==> src/rtl/exec_writeback_unit_if.sv <==
// exec_writeback_unit_if: fetch/decode <-> execute/writeback handshake and register-file write bus.
interface exec_writeback_unit_if;
   logic        start;
   logic [15:0] instruction;
   logic [15:0] regbus1;
   logic [15:0] regbus2;
   logic [1:0]  flags;
   logic [15:0] regbus3;
   logic        regbus3writeenable;
   logic [1:0]  flagsbus;
   logic        flagswriteenable;
   logic        busy;
   logic        done;
   modport master (
      output start, instruction, regbus1, regbus2, flags,
      input  regbus3, regbus3writeenable, flagsbus, flagswriteenable, busy, done
   );
   modport slave (
      input  start, instruction, regbus1, regbus2, flags,
      output regbus3, regbus3writeenable, flagsbus, flagswriteenable, busy, done
   );
endinterface

==> src/rtl/exec_writeback_unit.sv <==
// exec_writeback_unit: executes one ALU instruction and drives the register/flags write buses for one cycle.
// Define EXEC_MUL_EN to build the 16-cycle shift-add multiplier for opcode B; otherwise B is a NOP.
module exec_writeback_unit (
   input logic                  clk,
   input logic                  reset,
   exec_writeback_unit_if.slave bus
);
`ifdef EXEC_MUL_EN
   typedef enum logic [1:0] {IDLE, MUL, WB} state_t;
`else
   typedef enum logic [1:0] {IDLE, WB} state_t;
`endif
   state_t      r_state, w_next;
   logic [15:0] r_res;
   logic [1:0]  r_flags;
   logic        r_rwe, r_fwe;
   logic [3:0]  w_op;
   logic [15:0] w_a, w_b, w_res;
   logic        w_c, w_rwe, w_fwe, w_mul, w_accept, w_unused;
`ifdef EXEC_MUL_EN
   logic [31:0] r_acc, r_mcand, w_acc_nx;
   logic [15:0] r_mplier;
   logic [3:0]  r_cnt;
`endif
   assign w_op     = bus.instruction[15:12];
   assign w_a      = bus.regbus1;
   assign w_b      = bus.regbus2;
   assign w_accept = bus.start & (r_state == IDLE);
   assign w_unused = ^bus.instruction[3:0];
   always_comb begin
      w_res = 16'h0000;
      w_c   = 1'b0;
      w_rwe = 1'b0;
      w_fwe = 1'b0;
      w_mul = 1'b0;
      case (w_op)
         4'h0: begin w_res = w_b; w_rwe = 1'b1; end
         4'h1: begin {w_c, w_res} = {1'b0, w_a} + {1'b0, w_b}; w_rwe = 1'b1; w_fwe = 1'b1; end
         4'h2: begin {w_c, w_res} = {1'b0, w_a} + {1'b0, w_b} + {16'h0000, bus.flags[1]}; w_rwe = 1'b1; w_fwe = 1'b1; end
         4'h3, 4'h7: begin w_res = w_a - w_b; w_c = w_a < w_b; w_rwe = (w_op == 4'h3); w_fwe = 1'b1; end
         4'h4: begin w_res = w_a & w_b; w_rwe = 1'b1; w_fwe = 1'b1; end
         4'h5: begin w_res = w_a | w_b; w_rwe = 1'b1; w_fwe = 1'b1; end
         4'h6: begin w_res = w_a ^ w_b; w_rwe = 1'b1; w_fwe = 1'b1; end
         4'h8: begin w_res = {8'h00, bus.instruction[11:4]}; w_rwe = 1'b1; end
         4'h9: begin {w_c, w_res} = {w_a, 1'b0}; w_rwe = 1'b1; w_fwe = 1'b1; end
         4'hA: begin {w_res, w_c} = {1'b0, w_a}; w_rwe = 1'b1; w_fwe = 1'b1; end
`ifdef EXEC_MUL_EN
         4'hB: begin w_mul = 1'b1; w_rwe = 1'b1; w_fwe = 1'b1; end
`endif
         default: ;
      endcase
   end
   always_ff @(posedge clk or negedge reset)
      if (!reset) r_state <= IDLE;
      else        r_state <= w_next;
   always_comb begin
      w_next = r_state;
      case (r_state)
`ifdef EXEC_MUL_EN
         IDLE:    w_next = w_accept ? (w_mul ? MUL : WB) : IDLE;
         MUL:     w_next = (r_cnt == 4'hF) ? WB : MUL;
`else
         IDLE:    w_next = w_accept ? WB : IDLE;
`endif
         default: w_next = IDLE;
      endcase
   end
`ifdef EXEC_MUL_EN
   assign w_acc_nx = r_mplier[0] ? r_acc + r_mcand : r_acc;
`endif
   // Result/flag registers only move for the buses the opcode actually writes, so skipped buses hold their value.
   always_ff @(posedge clk or negedge reset)
      if (!reset) begin
         r_res    <= 16'h0000;
         r_flags  <= 2'b00;
         r_rwe    <= 1'b0;
         r_fwe    <= 1'b0;
`ifdef EXEC_MUL_EN
         r_acc    <= 32'h0;
         r_mcand  <= 32'h0;
         r_mplier <= 16'h0;
         r_cnt    <= 4'h0;
`endif
      end else begin
         if (w_accept) begin
            r_rwe <= w_rwe;
            r_fwe <= w_fwe;
            if (w_rwe && !w_mul) r_res <= w_res;
            if (w_fwe && !w_mul) r_flags <= {w_c, w_res == 16'h0000};
`ifdef EXEC_MUL_EN
            r_acc    <= 32'h0;
            r_mcand  <= {16'h0000, w_a};
            r_mplier <= w_b;
            r_cnt    <= 4'h0;
`endif
         end
`ifdef EXEC_MUL_EN
         if (r_state == MUL) begin
            r_acc    <= w_acc_nx;
            r_mcand  <= r_mcand << 1;
            r_mplier <= r_mplier >> 1;
            r_cnt    <= r_cnt + 4'd1;
            if (r_cnt == 4'hF) begin
               r_res   <= w_acc_nx[15:0];
               r_flags <= {|w_acc_nx[31:16], w_acc_nx[15:0] == 16'h0000};
            end
         end
`endif
      end
   assign bus.regbus3            = r_res;
   assign bus.flagsbus           = r_flags;
   assign bus.busy               = (r_state != IDLE);
   assign bus.done               = (r_state == WB);
   assign bus.regbus3writeenable = bus.done & r_rwe;
   assign bus.flagswriteenable   = bus.done & r_fwe;
endmodule

==> src/flat_wrapper.sv <==
// flat-port wrapper written by rule: the top's interface ports become plain ports
module exec_writeback_unit_flat 
  (clk, reset, bus_start, bus_instruction, bus_regbus1, bus_regbus2, bus_flags, bus_regbus3, bus_regbus3writeenable, bus_flagsbus, bus_flagswriteenable, bus_busy, bus_done);
  exec_writeback_unit_if bus_i ();
  input logic clk;
  input logic reset;
  input wire logic [$bits(bus_i.start)-1:0] bus_start;
  input wire logic [$bits(bus_i.instruction)-1:0] bus_instruction;
  input wire logic [$bits(bus_i.regbus1)-1:0] bus_regbus1;
  input wire logic [$bits(bus_i.regbus2)-1:0] bus_regbus2;
  input wire logic [$bits(bus_i.flags)-1:0] bus_flags;
  output wire logic [$bits(bus_i.regbus3)-1:0] bus_regbus3;
  output wire logic [$bits(bus_i.regbus3writeenable)-1:0] bus_regbus3writeenable;
  output wire logic [$bits(bus_i.flagsbus)-1:0] bus_flagsbus;
  output wire logic [$bits(bus_i.flagswriteenable)-1:0] bus_flagswriteenable;
  output wire logic [$bits(bus_i.busy)-1:0] bus_busy;
  output wire logic [$bits(bus_i.done)-1:0] bus_done;
  assign bus_i.start = bus_start;
  assign bus_i.instruction = bus_instruction;
  assign bus_i.regbus1 = bus_regbus1;
  assign bus_i.regbus2 = bus_regbus2;
  assign bus_i.flags = bus_flags;
  assign bus_regbus3 = bus_i.regbus3;
  assign bus_regbus3writeenable = bus_i.regbus3writeenable;
  assign bus_flagsbus = bus_i.flagsbus;
  assign bus_flagswriteenable = bus_i.flagswriteenable;
  assign bus_busy = bus_i.busy;
  assign bus_done = bus_i.done;
  exec_writeback_unit u_core (.clk(clk), .reset(reset), .bus(bus_i));
endmodule
==> config.mk <==
export PLATFORM = sky130hd
export DESIGN_NAME = exec_writeback_unit_flat
export DESIGN_NICKNAME = d
export VERILOG_FILES = /design/src/rtl/exec_writeback_unit_if.sv /design/src/rtl/exec_writeback_unit.sv /design/src/flat_wrapper.sv
export SDC_FILE = /design/constraint.sdc
export NUM_CORES = 1
export LEC_CHECK = 0
export CORE_MARGIN = 1.5
export CORE_UTILIZATION = 59
export CTS_BUF_LIST = sky130_fd_sc_hd__clkbuf_16
export DETAILED_ROUTE_END_ITERATION = 10
export PLACE_DENSITY = 0.95
export SLEW_MARGIN = 20
export SYNTH_ARGS = -nofsm -noshare
export SYNTH_HDL_FRONTEND = slang
export SYNTH_SLANG_ARGS = --single-unit
==> constraint.sdc <==
create_clock -name clk -period 4.5 [get_ports clk]
set_clock_uncertainty 0.1 [all_clocks]
set_input_delay 0.9 -clock clk [delete_from_list [all_inputs] [get_ports clk]]
set_output_delay 0.9 -clock clk [all_outputs]
set_load 0.02 [all_outputs]
==> results of run 1 <==
## metrics by stage
step | util, % | instances | worst slack (ns)
after floorplan | - | 593 | 0.1942
after global placement | 82.28 | 844 | -0.3032
after detailed placement | 82.28 | 844 | -0.5287
after CTS | 85.35 | 856 | 0.003612
## kinds of logic after synthesis
group / share of synthesized area, %
buf+inv: 8.193
mux: 4.339
simple gates: 20.33
compound gates: 31.97
flops: 11.99
xor+xnor: 6.566
fa+ha+maj: 16.61
## layer usage
| metal | track usage [%] | overflow |
|---|---|---|
| met1 | 77.73 | 1 |
| met2 | 91.05 | 17 |
| met3 | 61.87 | 0 |
| met4 | 78.18 | 20 |
| met5 | 30.52 | 0 |
## what timing repair did
item                                    CTS
resized for setup                        16
pin swaps                                16
setup buffers                             8
endpoints found under the setup margin    3
==> results.md, run 1 <==
* Post-synthesis instance total at around 590
* Die Y at 89.19 µm
* Cell with the most instances after synthesis: ha_1
* Grt repair worst endpoint: u_core.bus.flagsbus[0]$_DFFE_PN0P_/D
* Total grt overflow at 38
* Syn Area/Cell at between 7 and 8 µm²
* Synthesized area at around 4400 µm²
* Mapped Nets at 703
* Share of flip-flops with an asynchronous set or reset at 100.0%
* Port Buffers at 69
* Synth cell count leaders: 55 x ha_1, 51 x nand2_1, 49 x inv_1
* Largest net degree at the start of global routing at 28
* Failing step: global routing (5_1_grt)
* CTS Buffer Depth at 2
* Seq/Total Area, Yosys at about an eighth
* Synth top area cells: ha_1 16%, dfrtp_1 12%, o21ai_0 4.5%
* Hold_buf cts at 0
* Htree depth at 1
* Warning count from the yosys run at 0
* Area post-placement at 5936 µm²
* Initial Util at roughly three fifths
* #FFs+latches synth at 21
* Cell Rows at 31
* Die width at around 89 µm
* HPWL after detailed placement at around 14 mm
* # IOs at 75
* Synth cell types at 73
* Post-synth EDFFs at 0
* Outcome: did not finish
* CTS root buf: clkbuf_16
* Clock Sinks at 21
* WEP type: register input
* First error: [ERROR GRT-0232] Routing congestion too high. Check the congestion heatmap in the GUI.
* Synth Flop Type: dfrtp_1
* CTS Buf Count at 3
* Routability cong. at around 1.1
* Synth area leader: ha_1
* Total track usage at between 70% and 80%
* Top cell type's share of synthesized area at between 15 and 20%
==> run 2, diff against run 1 <==
Settings changed: CORE_UTILIZATION 59 to 40, CTS_BUF_LIST sky130_fd_sc_hd__clkbuf_16 to unset, PLACE_DENSITY 0.95 to unset, PLACE_DENSITY_LB_ADDON set to 0.15.
==> results.md, run 2 <==
* Outcome: complete, no violations
* Avg WL per Cell at about 18 µm
* Area post-placement at 6190 µm² (+4.3%)
* Flop pwr share at 18.6%
* Net Sw Power at 569.6 µW
* Startpoint types: primary input
* Fraction of layout cells with a size suffix above 1 at approximately 29%
* F_max at roughly 230 MHz
* Hold WS at between 0.3 and 0.4 ns
* Setup CP Type: primary input to register
* FF-to-FF setup slack at 2.04 ns
* Syn Area/Cell at 7.391 µm² (unchanged)
* Via Count at approximately 5,400
* Part of the power in the clock network at under 10%
* CORE AREA at approximately 11,000 µm²
* Power Density at approximately 200 nW/µm²
* FILL cells at about 990
* Total grt overflow at 0
* Reg-to-reg endpoint: u_core.bus.flagsbus[0]
* DRC at 0
* Most frequent cells in the layout: 162 x buf_4, 63 x clkdlybuf4s50_1, 51 x nand2_1
* Worst hold path stage count at 2
* Seq/Total Area, Yosys at 11.99% (unchanged)
* Largest net degree at the start of global routing at 35
* Inst Count DP at 912 (+8.1%)
* Initial Util at 40.79% (-20 points)
* Worst Hold End: u_core.bus.regbus3[6]
* Routability cong. at 0.9415 (-12%)
* Htree depth at 1 (unchanged)
* Layout Cells excl Fill at between 900 and 1,000
* Hold Path Class: register to register
* Warning count from the yosys run at 0 (unchanged)
* Synth Flop Type: dfrtp_1
* Drt via density at between 5 and 6
* 1st-iter DRT viols at ~520
* Post-synthesis instance total at 593 (unchanged)
* Slew Limit Fails at 0
* Final Hold Fails at 0
* Die Y at 107.7 µm (+21%)
* Share of flip-flops with an asynchronous set or reset at 100.0% (unchanged)
* # IOs at 75 (unchanged)
* Antenna Cells at 0
* Top cell type's share of synthesized area at 15.70% (unchanged)
* Clock Sinks at 21 (unchanged)
* Final ANT Viol Nets at 0
* Maximum vdd drop at between 0.15 and 0.2 mV
* Max FO, Critical Path at 4
* R2r worst-path depth at 7
* Vias in the first global route at between 5,000 and 6,000
* Cell Rows at 38 (+23%)
* Worst setup path start: bus_regbus1[0]
* Port Buffers at 69 (unchanged)
* First drt pass iteration count at 5
* Antenna violations before repair at 0
* Critical R2R Launch: u_core.r_state[0]
* Synth cell count leaders: 55 x ha_1, 51 x nand2_1, 49 x inv_1
* Mapped Nets at 703 (unchanged)
* CTS Buffer Depth at 2 (unchanged)
* CP Data Required Time at approximately 4.6 ns
* Synth cell types at 73 (unchanged)
* CTS Buf Count at 3 (unchanged)
* Max reg flops at 16
* Synth top area cells: ha_1 16%, dfrtp_1 12%, o21ai_0 4.5%
* Crit. End Element: register
* Total track usage at between 20% and 30%
* Final #Nets at 903
* HP Start: u_core.bus.regbus3[6]
* Rel. slew slack at 39.71%
* Synth area leader: ha_1
* TritonCTS clock tree: done
* P_int at between 700 and 800 µW
* Clock network latency to the later pin of the worst-skew pair at 0.26 ns
* #FFs+latches synth at 21 (unchanged)
* Maxcap violations at 0
* Cell with the most instances after synthesis: ha_1
* Post-route design area at 6654 µm²
* Die area at between 10,000 and 15,000 µm²
* Crit path DAT at roughly 4.5 ns
* CTS root buf: clkbuf_8
* HPWL after detailed placement at 13.74 mm (-3.7%)
* TNS Setup at 0 ns
* Net Sw Frac at a little over two fifths
* Tmin final at 4.409 ns
* Hold_buf cts at 0 (unchanged)
* Comb pwr share at 72.3%
* Post-synth EDFFs at 0 (unchanged)
* Total wire length at 17.14 mm
* Most common cell after layout, fill and taps aside: buf_4
* Global-route wire length before repair at ~27 mm
* Final period util at 97.98%
* Synthesized area at 4383 µm² (unchanged)
* Leakage Power at 0.003065 µW
* Worst-path clk slew at roughly 0.070 ns
* Setup violators final at 0
* Die width at 107.7 µm (+21%)
* Worst slew pin tran at 0.9015 ns
* Layout area overhead at 51.81%
## run 2: final cells by class
cell class | instances | area, µm² | share of cell area, %
inverters | 49 | 183.9 | 2.764
clock buffers | 3 | 41.29 | 0.6205
clock inverters | 1 | 5.005 | 0.07522
repair buffers | 232 | 1929 | 29.00
well taps | 140 | 175.2 | 2.633
flip-flops and latches | 21 | 525.5 | 7.898
multi-input cells | 486 | 3794 | 57.01
## run 2: metal layers
layer	wire length, µm	track usage (%)	up-vias
met5	0	0	-
met4	649	11.37	0
li1	-	-	2562
met3	1516	2.240	47
met2	7899	50.18	294
met1	7078	39.34	2515
## run 2: power groups by stage
stage          clock (µW)  combinational (µW)  sequential [µW]
3_5_place_dp            0                 867              253
2_1_floorplan           0                 410              297
5_1_grt               140                1040              254
3_3_place_gp            0                 855              250
6_report              122                 966              249
4_1_cts               127                 910              249
## run 2: how the worst max path moves through the flow
| stage | slack [ns] | endpoint | depth (start not counted) |
|---|---|---|---|
| final | 0.09 | u_core.bus.flagsbus[0] | 17 |
| after CTS | 0.002 | u_core.bus.flagsbus[0] | 14 |
| after global placement | -0.41 | u_core.bus.flagsbus[0] | 14 |
| after global routing | -0.05 | u_core.bus.flagsbus[0] | 16 |
| after floorplan | 0.19 | u_core.bus.flagsbus[0] | 12 |
| after detailed placement | -0.51 | u_core.bus.flagsbus[0] | 13 |
## run 2: repair_timing
action	CTS	global route
endpoints found under the setup margin	3	3
pin swaps	18	19
setup buffers	10	6
endpoints found under the hold margin	0	0
resized for setup	34	28
## run 2: critical path, stage by stage
cell and delay [ns]:
clkdlybuf4s15_1 0.18, ha_2 0.21, fa_2 0.43, a21o_1 0.25, buf_4 0.15, a21oi_1 0.17, xnor2_1 0.17, buf_4 0.17
buf_4 0.12, nand3_1 0.10, xnor2_1 0.15, a221oi_2 0.29, buf_4 0.17, and4_1 0.22, nand4_1 0.09, or4b_4 0.51
o31ai_4 0.22
## run 2: cells by family (layout without fill, tap and decap cells)
logic type / after synthesis / in the layout / share of synthesized area (%)
compound gates: 200 / 200 / 31.97
simple gates: 179 / 179 / 20.33
buf+inv: 86 / 285 / 8.193
fa+ha+maj: 57 / 57 / 16.61
xor+xnor: 32 / 32 / 6.566
flops: 21 / 21 / 11.99
mux: 18 / 18 / 4.339
## run 2: per-stage QoR
stage / power, µW / util, % / worst slack (ns)
2_1_floorplan: 707.9 / - / 0.1942
3_3_place_gp: 1105 / 57.60 / -0.4063
3_5_place_dp: 1120 / 57.60 / -0.5114
4_1_cts: 1285 / 60.10 / 0.001682
5_1_grt: 1434 / 61.92 / -0.05113
6_report: 1337 / 61.92 / 0.09087
(Power assumes the default switching activity.)
==> run 3, diff against run 2 <==
Settings changed: SLEW_MARGIN 20 to 10.
==> results of run 3 <==
Final layout, timing and power as in run 2 (identical DEF).
